[config.mk]
export PLATFORM = sky130hd
export DESIGN_NAME = tdm_demux
export DESIGN_NICKNAME = d
export VERILOG_FILES = /design/src/rtl/tdm_demux.sv
export SDC_FILE = /design/constraint.sdc
export NUM_CORES = 1
export LEC_CHECK = 0
export CAP_MARGIN = 20
export CORE_ASPECT_RATIO = 1.75
export CORE_UTILIZATION = 48
export CTS_BUF_LIST = sky130_fd_sc_hd__clkbuf_8
export CTS_CLUSTER_SIZE = 16
export DETAILED_ROUTE_END_ITERATION = 6
export PLACE_DENSITY_LB_ADDON = 0.15
export SETUP_SLACK_MARGIN = 0.02
export SLEW_MARGIN = 20
export SYNTH_ARGS = -nofsm -noshare
export SYNTH_HDL_FRONTEND = slang
export SYNTH_SLANG_ARGS = --single-unit
[constraint.sdc]
create_clock -name clk -period 2.85 [get_ports clk]
set_input_delay 0.57 -clock clk [delete_from_list [all_inputs] [get_ports clk]]
set_output_delay 0.57 -clock clk [all_outputs]
set_load 0.03 [all_outputs]
[src/rtl/tdm_demux.sv]
// -----------------------------------------------------------------------------
// tdm_demux
//
// Time-division demultiplexer. A shared serial word bus carries one WIDTH-bit
// word per channel slot; the word for channel 0 is flagged with in_sync. Each
// accepted word is steered into its own registered output channel. A slot
// counter holds frame lock, and framing errors are reported as single-cycle
// pulses.
//
// Parameters:
//   WIDTH    - bits per data word
//   CHANNELS - number of output channels (>= 2, any value, not only powers of 2)
//   SEL_W    - slot counter width, derived from CHANNELS (do not override)
//
// Ports:
//   clk        in   rising-edge clock
//   reset      in   asynchronous, active-high reset
//   in_valid   in   in_data / in_sync are valid this cycle
//   in_data    in   incoming word
//   in_sync    in   marks the channel-0 word of a frame (qualified by in_valid)
//   out        out  channel k at bits [k*WIDTH +: WIDTH], registered
//   out_strobe out  one-hot pulse on the channel written this cycle
//   frame_done out  pulse when channel CHANNELS-1 is written
//   locked     out  high while frame lock is held
//   sync_err   out  pulse on a framing error
//   err_count  out  (only with TDM_DEMUX_ERRCNT_EN) saturating 8-bit count of
//                   sync_err pulses, cleared by reset only
//
// Optional feature macro: TDM_DEMUX_ERRCNT_EN
// -----------------------------------------------------------------------------
module tdm_demux #(
   parameter int WIDTH    = 16,
   parameter int CHANNELS = 4,
   parameter int SEL_W    = $clog2(CHANNELS)
) (
   input  logic                        clk,
   input  logic                        reset,
   input  logic                        in_valid,
   input  logic [WIDTH-1:0]            in_data,
   input  logic                        in_sync,
   output logic [CHANNELS*WIDTH-1:0]   out,
   output logic [CHANNELS-1:0]         out_strobe,
   output logic                        frame_done,
   output logic                        locked,
   output logic                        sync_err
`ifdef TDM_DEMUX_ERRCNT_EN
   ,
   output logic [7:0]                  err_count
`endif
);

   typedef enum logic {
      HUNT   = 1'b0,
      LOCKED = 1'b1
   } state_t;

   // Explicit compare against the last slot lets CHANNELS be any value >= 2.
   localparam logic [SEL_W-1:0] LAST_SLOT = SEL_W'(CHANNELS - 1);

   state_t                      state_q, state_d;
   logic [SEL_W-1:0]            slot_q, slot_d;
   logic [CHANNELS*WIDTH-1:0]   out_q, out_d;
   logic [CHANNELS-1:0]         strobe_q, strobe_d;
   logic                        frame_done_q, frame_done_d;
   logic                        sync_err_q, sync_err_d;

   // Write request produced by the framing decision below.
   logic                        wr_en;
   logic [SEL_W-1:0]            wr_sel;

   // --------------------------------------------------------------------------
   // Next-state and output decode
   // --------------------------------------------------------------------------
   always_comb begin
      state_d      = state_q;
      slot_d       = slot_q;
      out_d        = out_q;
      strobe_d     = '0;
      frame_done_d = 1'b0;
      sync_err_d   = 1'b0;
      wr_en        = 1'b0;
      wr_sel       = '0;

      if (in_valid) begin
         unique case (state_q)
            HUNT: begin
               // Words before the first sync are dropped silently.
               if (in_sync) begin
                  wr_en   = 1'b1;
                  wr_sel  = '0;
                  slot_d  = SEL_W'(1);
                  state_d = LOCKED;
               end
            end

            LOCKED: begin
               if (in_sync) begin
                  // Sync always restarts the frame at channel 0; arriving
                  // anywhere but slot 0 is an early sync (resync, still locked).
                  wr_en      = 1'b1;
                  wr_sel     = '0;
                  slot_d     = SEL_W'(1);
                  sync_err_d = (slot_q != '0);
               end else if (slot_q == '0) begin
                  // Expected a sync word and did not get one: lose lock.
                  sync_err_d = 1'b1;
                  slot_d     = '0;
                  state_d    = HUNT;
               end else begin
                  wr_en  = 1'b1;
                  wr_sel = slot_q;
                  slot_d = (slot_q == LAST_SLOT) ? '0 : slot_q + SEL_W'(1);
               end
            end

            default: begin
               state_d = HUNT;
               slot_d  = '0;
            end
         endcase
      end

      if (wr_en) begin
         for (int k = 0; k < CHANNELS; k++) begin
            if (wr_sel == SEL_W'(k)) begin
               out_d[k*WIDTH +: WIDTH] = in_data;
               strobe_d[k]             = 1'b1;
            end
         end
         // Only a write into the last channel completes a frame; a resync
         // writes channel 0 and therefore never reports the partial frame.
         frame_done_d = (wr_sel == LAST_SLOT);
      end
   end

   // --------------------------------------------------------------------------
   // State and output registers
   // --------------------------------------------------------------------------
   always_ff @(posedge clk or posedge reset) begin
      if (reset) begin
         state_q      <= HUNT;
         slot_q       <= '0;
         out_q        <= '0;
         strobe_q     <= '0;
         frame_done_q <= 1'b0;
         sync_err_q   <= 1'b0;
      end else begin
         state_q      <= state_d;
         slot_q       <= slot_d;
         out_q        <= out_d;
         strobe_q     <= strobe_d;
         frame_done_q <= frame_done_d;
         sync_err_q   <= sync_err_d;
      end
   end

   assign out        = out_q;
   assign out_strobe = strobe_q;
   assign frame_done = frame_done_q;
   assign sync_err   = sync_err_q;
   assign locked     = (state_q == LOCKED);

`ifdef TDM_DEMUX_ERRCNT_EN
   // --------------------------------------------------------------------------
   // Saturating framing-error counter
   // --------------------------------------------------------------------------
   logic [7:0] err_cnt_q, err_cnt_d;

   always_comb begin
      err_cnt_d = err_cnt_q;
      if (sync_err_d && (err_cnt_q != 8'hFF)) begin
         err_cnt_d = err_cnt_q + 8'd1;
      end
   end

   always_ff @(posedge clk or posedge reset) begin
      if (reset) begin
         err_cnt_q <= '0;
      end else begin
         err_cnt_q <= err_cnt_d;
      end
   end

   assign err_count = err_cnt_q;
`endif

endmodule

# Word-level counts from Yosys, hierarchy flattened
# Index checks and enable logic that the tools add are counted.
dict set report word_totals {
  register_bits 73
  latch_bits 0
  ramBits 0
  rom_bits 0
  inputBits 20
  output_inout_bits 71
  wordCells 48
  mem_count 0
}
dict set report classes {
  n_addsub 1
  multipliers 0
  n_div 0
  n_lt_le_gt_ge 0
  eq_ne 5
  shifts 0
  mux 24
  bitwise_logic 1
  reduce_logical 8
}
# cell n
set op_table {}
lappend op_table {{$mux 2} 7}
lappend op_table {{$mux 1} 13}
lappend op_table {{$reduce_and 2->1} 5}
lappend op_table {{$pmux 2 s2} 2}
lappend op_table {{$eq 2x2->1 const B} 3}
lappend op_table {{$logic_not 2->1} 2}
lappend op_table {{$mux 4} 1}
lappend op_table {{$add 2x1->2 const B} 1}
lappend op_table {{$eq 2x1->1 const B} 1}
lappend op_table {{$ne 2x2->1 const B} 1}
lappend op_table {{$pmux 1 s2} 1}
lappend op_table {{$reduce_bool 2->1} 1}
lappend op_table {{$not 1->1} 1}

# Depth between registers and ports, before layout
# Gate-level depths: netlist (run 1).
dict set report logic_depth {
  depth_word 8
  ltp_mapped 7
  ltp_nobuf 6
}

# Worst setup path after synthesis (run 1)
# OpenSTA, ideal clock, no wires.
dict set report synth_timing {
  path_kind {input to register}
  from {input in_sync}
  to {register out_q[48] (netlist: out[48])}
  setup_time_ps 125
  arrival_ps 2239
  required_ps 2725
  slack_ps 486
  cell_stages 7
  n_path_buf 2
  path_cell_list {buf_4 > inv_1 > ha_1 > nand2b_1 > a2111oi_4 > buf_6 > mux2_4}
}
dict set report synth_between {
  elab_chain_cells 5
  elab_cells_between_ends 9
  classes_between {eq/ne (1); mux (7); reduce/logical (1)}
}
# item line_no
set synth_rtl {}
lappend synth_rtl {{start, declared} 40} ;# input logic in_sync,
lappend synth_rtl {{$mux 2} 97} ;# if (in_sync) begin
lappend synth_rtl {{$pmux 2 s2} 85} ;# unique case (state_q)
lappend synth_rtl {{$mux 2} 84} ;# if (in_valid) begin
lappend synth_rtl {{$eq 2x2->1} 125} ;# if (wr_sel == SEL_W'(k)) begin
lappend synth_rtl {{$reduce_and 2->1 (no source line) *} n/a}
lappend synth_rtl {{end signal, assigned} 150} ;# out_q <= out_d;
lappend synth_rtl {{end, declared} 62} ;# logic [CHANNELS*WIDTH-1:0] out_q, out_d;
# Mark *: on every way between the ends. The rest lies on a longest branch, timed or not.
# A chain may end at the register's enable or synchronous reset.

# Worst setup path in the final report (run 1)
dict set report layout_timing {
  from {input in_sync}
  to {register out_q[61] (netlist: out[61])}
}
# The elaborated chain is that of the path after synthesis.

==> results of run 1 <==
[cell families after synthesis]
logic type | Yosys count | share of synthesized area
flops | 72 | 0.6191
buf+inv | 13 | 0.02579
mux | 64 | 0.2709
compound gates | 10 | 0.04299
fa+ha+maj | 3 | 0.01290
simple gates | 11 | 0.02837
[worst max path at each step]
stage,from,end,slack [ns],depth (start not counted)
3_3_place_gp,in_sync,out[58],0.25,7
5_1_grt,in_sync,out[60],0.48,7
3_5_place_dp,in_sync,out[61],0.19,7
6_report,in_sync,out[61],0.57,7
4_1_cts,in_sync,out[61],0.56,7
2_1_floorplan,reset,frame_done,0.46,1
[worst reg2reg max path: stages, from the launching register on]
cell	delay, ns
dfrtp_1	0.40
inv_1	0.08
ha_1	0.23
ha_1	0.21
nand2b_1	0.23
a2111oi_4	0.35
buf_4	0.26
mux2_2	0.36
[metrics by stage]
stage	worst slack (ns)	util	std cells	hold slack (ns)
after detailed placement	0.1946	0.6721	345	0.4937
final	0.5709	0.7053	361	0.5075
after global placement	0.2460	0.6721	345	0.4882
after global routing	0.4762	0.7053	361	0.5172
after floorplan	0.4551	-	173	0.5053
after CTS	0.5627	0.7053	361	0.5101
[power by group]
group / leakage (nW) / switching (mW) / total, mW / internal [mW]
Combinational: 0.855 / 1.21 / 2.29 / 1.09
Sequential: 0.905 / 0.225 / 1.64 / 1.42
Clock: 0.0916 / 0.380 / 0.783 / 0.403
Total: 1.85 / 1.81 / 4.72 / 2.91
[sequential cells by signal, indices dropped and copies added, names as in the netlist]
| name | cells |
|---|---|
| frame_done | 1 |
| locked | 1 |
| out | 64 |
| out_strobe | 3 |
| slot_q | 2 |
| sync_err | 1 |
[cell usage in the layout, fill, tap and decap left out, types with 2 or more instances in the layout]
master | synthesis | routed
dfrtp_1 | 72 | 72
nor2b_1 | 2 | 2
a2111oi_4 | 2 | 2
clkbuf_8 | 0 | 9
buf_4 | 2 | 10
clkdlybuf4s50_1 | 0 | 90
clkinvlp_4 | 0 | 3
mux2_2 | 46 | 46
nand2b_1 | 2 | 2
inv_1 | 6 | 5
nand2_1 | 3 | 3
mux2_4 | 18 | 18
ha_1 | 3 | 3
clkinv_2 | 0 | 2
[layer usage]
layer | GRT usage | vias up | wire length [um]
li1 | - | 818 | -
met1 | 0.2362 | 899 | 2333
met2 | 0.3352 | 67 | 3135
met3 | 0.06807 | 8 | 324
met4 | 0.07305 | 0 | 83
met5 | 0 | - | 0
[area by class of cell]
type / instances / area [um2]
clock buffers: 9 / 123.9
fillers: 440 / 1733
repair buffers: 101 / 996.0
flip-flops and latches: 72 / 1802
clock inverters: 7 / 71.32
well taps: 78 / 97.59
multi-input cells: 88 / 1033
inverters: 6 / 22.52
==> results.txt, run 1 <==
status: complete, no violations
initial antenna violation count: 0
PwrDens: 1139 mW/mm2
Hold Path End: out[39]
relative slew slack: 0.6964
Mapped Nets: 196
ratio of cells with drive above 1 in the final layout: 0.3463
hold_sp: out[39]
Initial DRT Pass Iterations: 2
flop-to-flop setup slack: 0.63 ns
Syn Inst Count: 173
Max VDD drop: 797.2 uV
Mapped Area: 0.002910 mm2
area share of the largest cell type after synthesis: 0.6191
die extent in x: 60.86 um
worst path bufs/invs: 3
Avg Cell Area, Syn: 16.82 um2
Worst setup SP type: input port
DIE AREA: 0.006391 mm2
Synth area leader: dfrtp_1
worst min path class: reg2reg
ys flop type: dfrtp_1
worst reg2reg path endpoint: out[61]
number of diodes: 0
initial core utilization: 0.4950
fin area: 0.004146 mm2
Reg2Reg Depth: 7
cell family with most CP delay: buffers and inverters
clk_skew: 0.005496 ns
num rows: 37
Detail Placement HPWL: 4.351 mm
DRC Markers: 0
ys async rst share: 1.000
fin nets: 301
Seq cells post-synth: 72
die height: 105.0 um
post-CTS setup buffers: 0
Hold Path Depth: 1
1st-iter DRT viols: 42
PortBufs: 90
synth unique cells: 24
Antenna Violating Nets Remaining: 0
CTS Buf Count: 9
Worst-path clk slew: 0.08 ns
H-Tree Depth: 3
CP max FO: 9
Synth warnings: 0
fmax: 0.4388 GHz
largest net degree at the start of global routing: 48
period utilisation layout: 0.7997
element type at the critical path end: register
GR Util All Layers: 0.2024
Min Clock Period, post-route: 2.279 ns
RSZ-0062 raised after global routing: no
Placeable Area: 0.005879 mm2
DR WL/cell: 16.28 um
CP Data Required Time: 3.08 ns
static leakage: 1.852 nW
Slowest-stage cell, CP: clkdlybuf4s50_1
Max Cap Viol: 0
Syn-to-layout area delta: 42.48%
clock sinks: 72
first-pass GRT wire length: 9.356 mm
TritonCTS clock tree: built
Tot Pwr: 4.721 mW
routed wire length: 5.877 mm
GRT overflow: 0
Hold Fails Final Rpt: 0
worst-case clock buffer depth: 2
Synth top cells by count: dfrtp_1, mux2_2, mux2_4
CP cell instances: clkdlybuf4s50_1, inv_1, ha_1, nand2b_1, a2111oi_4, buf_4, mux2_2
crit path kind: in2reg
vias in the first global route: 1,867
Worst-Skew Late Latency: 0.34 ns
post-CTS sizing: 0
Worst-Margin Slew: 0.4548 ns
CTS Hold Bufs: 0
RePlAce Congestion: 0.7438
IO Pins: 91
total number of vias: 1,792
number of synthesized flops with an enable pin: 0
setup tns final: 0 ns
Root Driver: clkbuf_8
vias per inst: 4.964
Slew Limit Fails: 0
Crit path largest cell delay: 0.48 ns
most frequent cell after synthesis: dfrtp_1
CP arrival: 2.51 ns
worst r2r src: slot_q[0]
final setup violating endpoints: 0
Seq/Total Area, Yosys: 0.6191
Cell Area, Placed: 0.003951 mm2
largest cells by area after synthesis: dfrtp_1, mux2_2, mux2_4, a2111oi_4, ha_1
Note: power is estimated with default switching activity, not from simulation.
==> run 2: changes to the inputs <==
Clock period 2.85 ns to 2.1 ns, I/O delays scaled along.
==> results.txt, run 2 (synthesis results as in run 1) <==
status: complete, no violations
worst-case clock buffer depth: 2
clock sinks: 72
flop-to-flop setup slack: 0.06 ns
GRT overflow: 0
fin nets: 307
Slew Limit Fails: 0
ratio of cells with drive above 1 in the final layout: 0.3806
Hold Path Depth: 1
Filler Cell Count: 410
fmax: 0.4904 GHz
worst min path class: reg2reg
met3 Use GR: 0.06559
RSZ-0062 raised after global routing: yes
max FFs per register: 64
commonest non-fill, non-tap cell in the layout: clkdlybuf4s50_1
Worst setup SP type: register
PortBufs: 90
Placeable Area: 0.005879 mm2
num rows: 37
vias per inst: 4.951
utilization after layout: 0.7268
DIE AREA: 0.006391 mm2
Setup WS post-layout: 0.06069 ns
initial antenna violation count: 0
RePlAce Congestion: 0.7416
Initial DRT Pass Iterations: 4
period utilisation layout: 0.9711
Max VDD drop: 854.6 uV
Reg2Reg Depth: 7
Worst-path clk slew: 0.07 ns
clk_skew: 0.006258 ns
die extent in x: 60.86 um
static leakage: 1.905 nW
CP arrival: 2.25 ns
H-Tree Depth: 3
GR met2 Demand/Resource: 0.3359
worst r2r src: slot_q[1]
Syn-to-layout area delta: 46.82%
Max Cap Viol: 0
worst reg2reg path endpoint: out[60]
TritonCTS clock tree: built
routed wire length: 5.844 mm
busiest metal layer after global routing: met2
GR Util All Layers: 0.2071
most frequent cells in the layout: clkdlybuf4s50_1, dfrtp_1, mux2_2
Min Clock Period, post-route: 2.039 ns
IO Pins: 91
element type at the critical path end: register
crit path kind: reg2reg
relative slew slack: 0.7466
initial core utilization: 0.4950
Worst-Margin Slew: 0.3802 ns
Worst-Skew Late Latency: 0.33 ns
Place WS: -0.3323 ns
met1 usage: 0.2467
end point of the critical path: out[60]
die height: 105.0 um
Root Driver: clkbuf_8
Hold Fails Final Rpt: 0
CP Data Required Time: 2.31 ns
Critical Path Source: slot_q[1]
Detail Placement HPWL: 4.110 mm
CTS Buf Count: 9
largest net degree at the start of global routing: 73
first-pass GRT wire length: 9.604 mm
DR WL/cell: 15.92 um
final setup violating endpoints: 0
total number of vias: 1,817
vias in the first global route: 1,904
Antenna Violating Nets Remaining: 0
PwrDens: 1502 mW/mm2
CP max FO: 5
number of diodes: 0
1st-iter DRT viols: 64
DRC Markers: 0
==> run 2: layer usage <==
layer | share of wire | wire [um] | up-vias
li1 | - | - | 831
met1 | 0.39 | 2293 | 914
met2 | 0.54 | 3131 | 66
met3 | 0.059 | 343 | 6
met4 | 0.013 | 76 | 0
met5 | 0 | 0 | -
==> run 2: critical path: stages, from the launching register on <==
cell and delay, ns:
dfrtp_1 0.35, inv_1 0.08, ha_4 0.18, ha_4 0.16, nand2b_4 0.16, a2111oi_4 0.43, buf_4 0.22, mux2_2 0.34
==> run 2: cell type report <==
class / instances / area [um2] / area share
inverter: 6 / 26.28 / 0.006149
multi-input combinational: 88 / 1070 / 0.2504
sequential: 72 / 1803 / 0.4220
timing repair buffer: 107 / 1094 / 0.2559
tap: 78 / 97.59 / 0.02284
clock buffer: 11 / 151.4 / 0.03543
clock inverter: 5 / 31.28 / 0.007321
==> run 2: worst min path at each step <==
stage | start | to | slack [ns]
global route | in_sync | sync_err | 0.51
floorplan | slot_q[0] | slot_q[0] | 0.51
finish | out[43] | out[43] | 0.51
global placement | out[13] | out[13] | 0.49
detailed placement | out[36] | out[36] | 0.49
CTS | out[12] | out[12] | 0.51
==> run 2: report_power, final <==
group	total [mW]	leakage [nW]	internal [mW]	switching (mW)
combinational	3.22	0.906	1.56	1.67
sequential	2.24	0.904	1.93	0.308
clock	0.957	0.0951	0.488	0.469
==> run 2: timing repair <==
item                                    4_1_cts  5_1_grt
pin swaps                                     1        1
hold buffers                                  0        0
endpoints found under the setup margin        2       10
setup buffers                                 0        2
resized for setup                             1        5
==> run 2: per-stage QoR <==
step                hold slack (ns)  TNS [ns]  cells  power, mW  cell area, um2
floorplan                    0.5053   -0.3105    173      4.088            2943
global placement             0.4871    -12.18    349      5.396            4058
detailed placement           0.4918    -13.83    349      5.460            4058
CTS                          0.5070         0    365      6.460            4242
global route                 0.5079  -0.02826    367      6.747            4273
finish                       0.5057         0    367      6.419            4273
==> run 3: changes to the inputs <==
Settings changed: CAP_MARGIN 20 to 40, CTS_CLUSTER_DIAMETER set to 60, CTS_CLUSTER_SIZE 16 to 14.
==> results of run 3 <==
No change in the layout: final DEF, timing and power equal those of run 2.
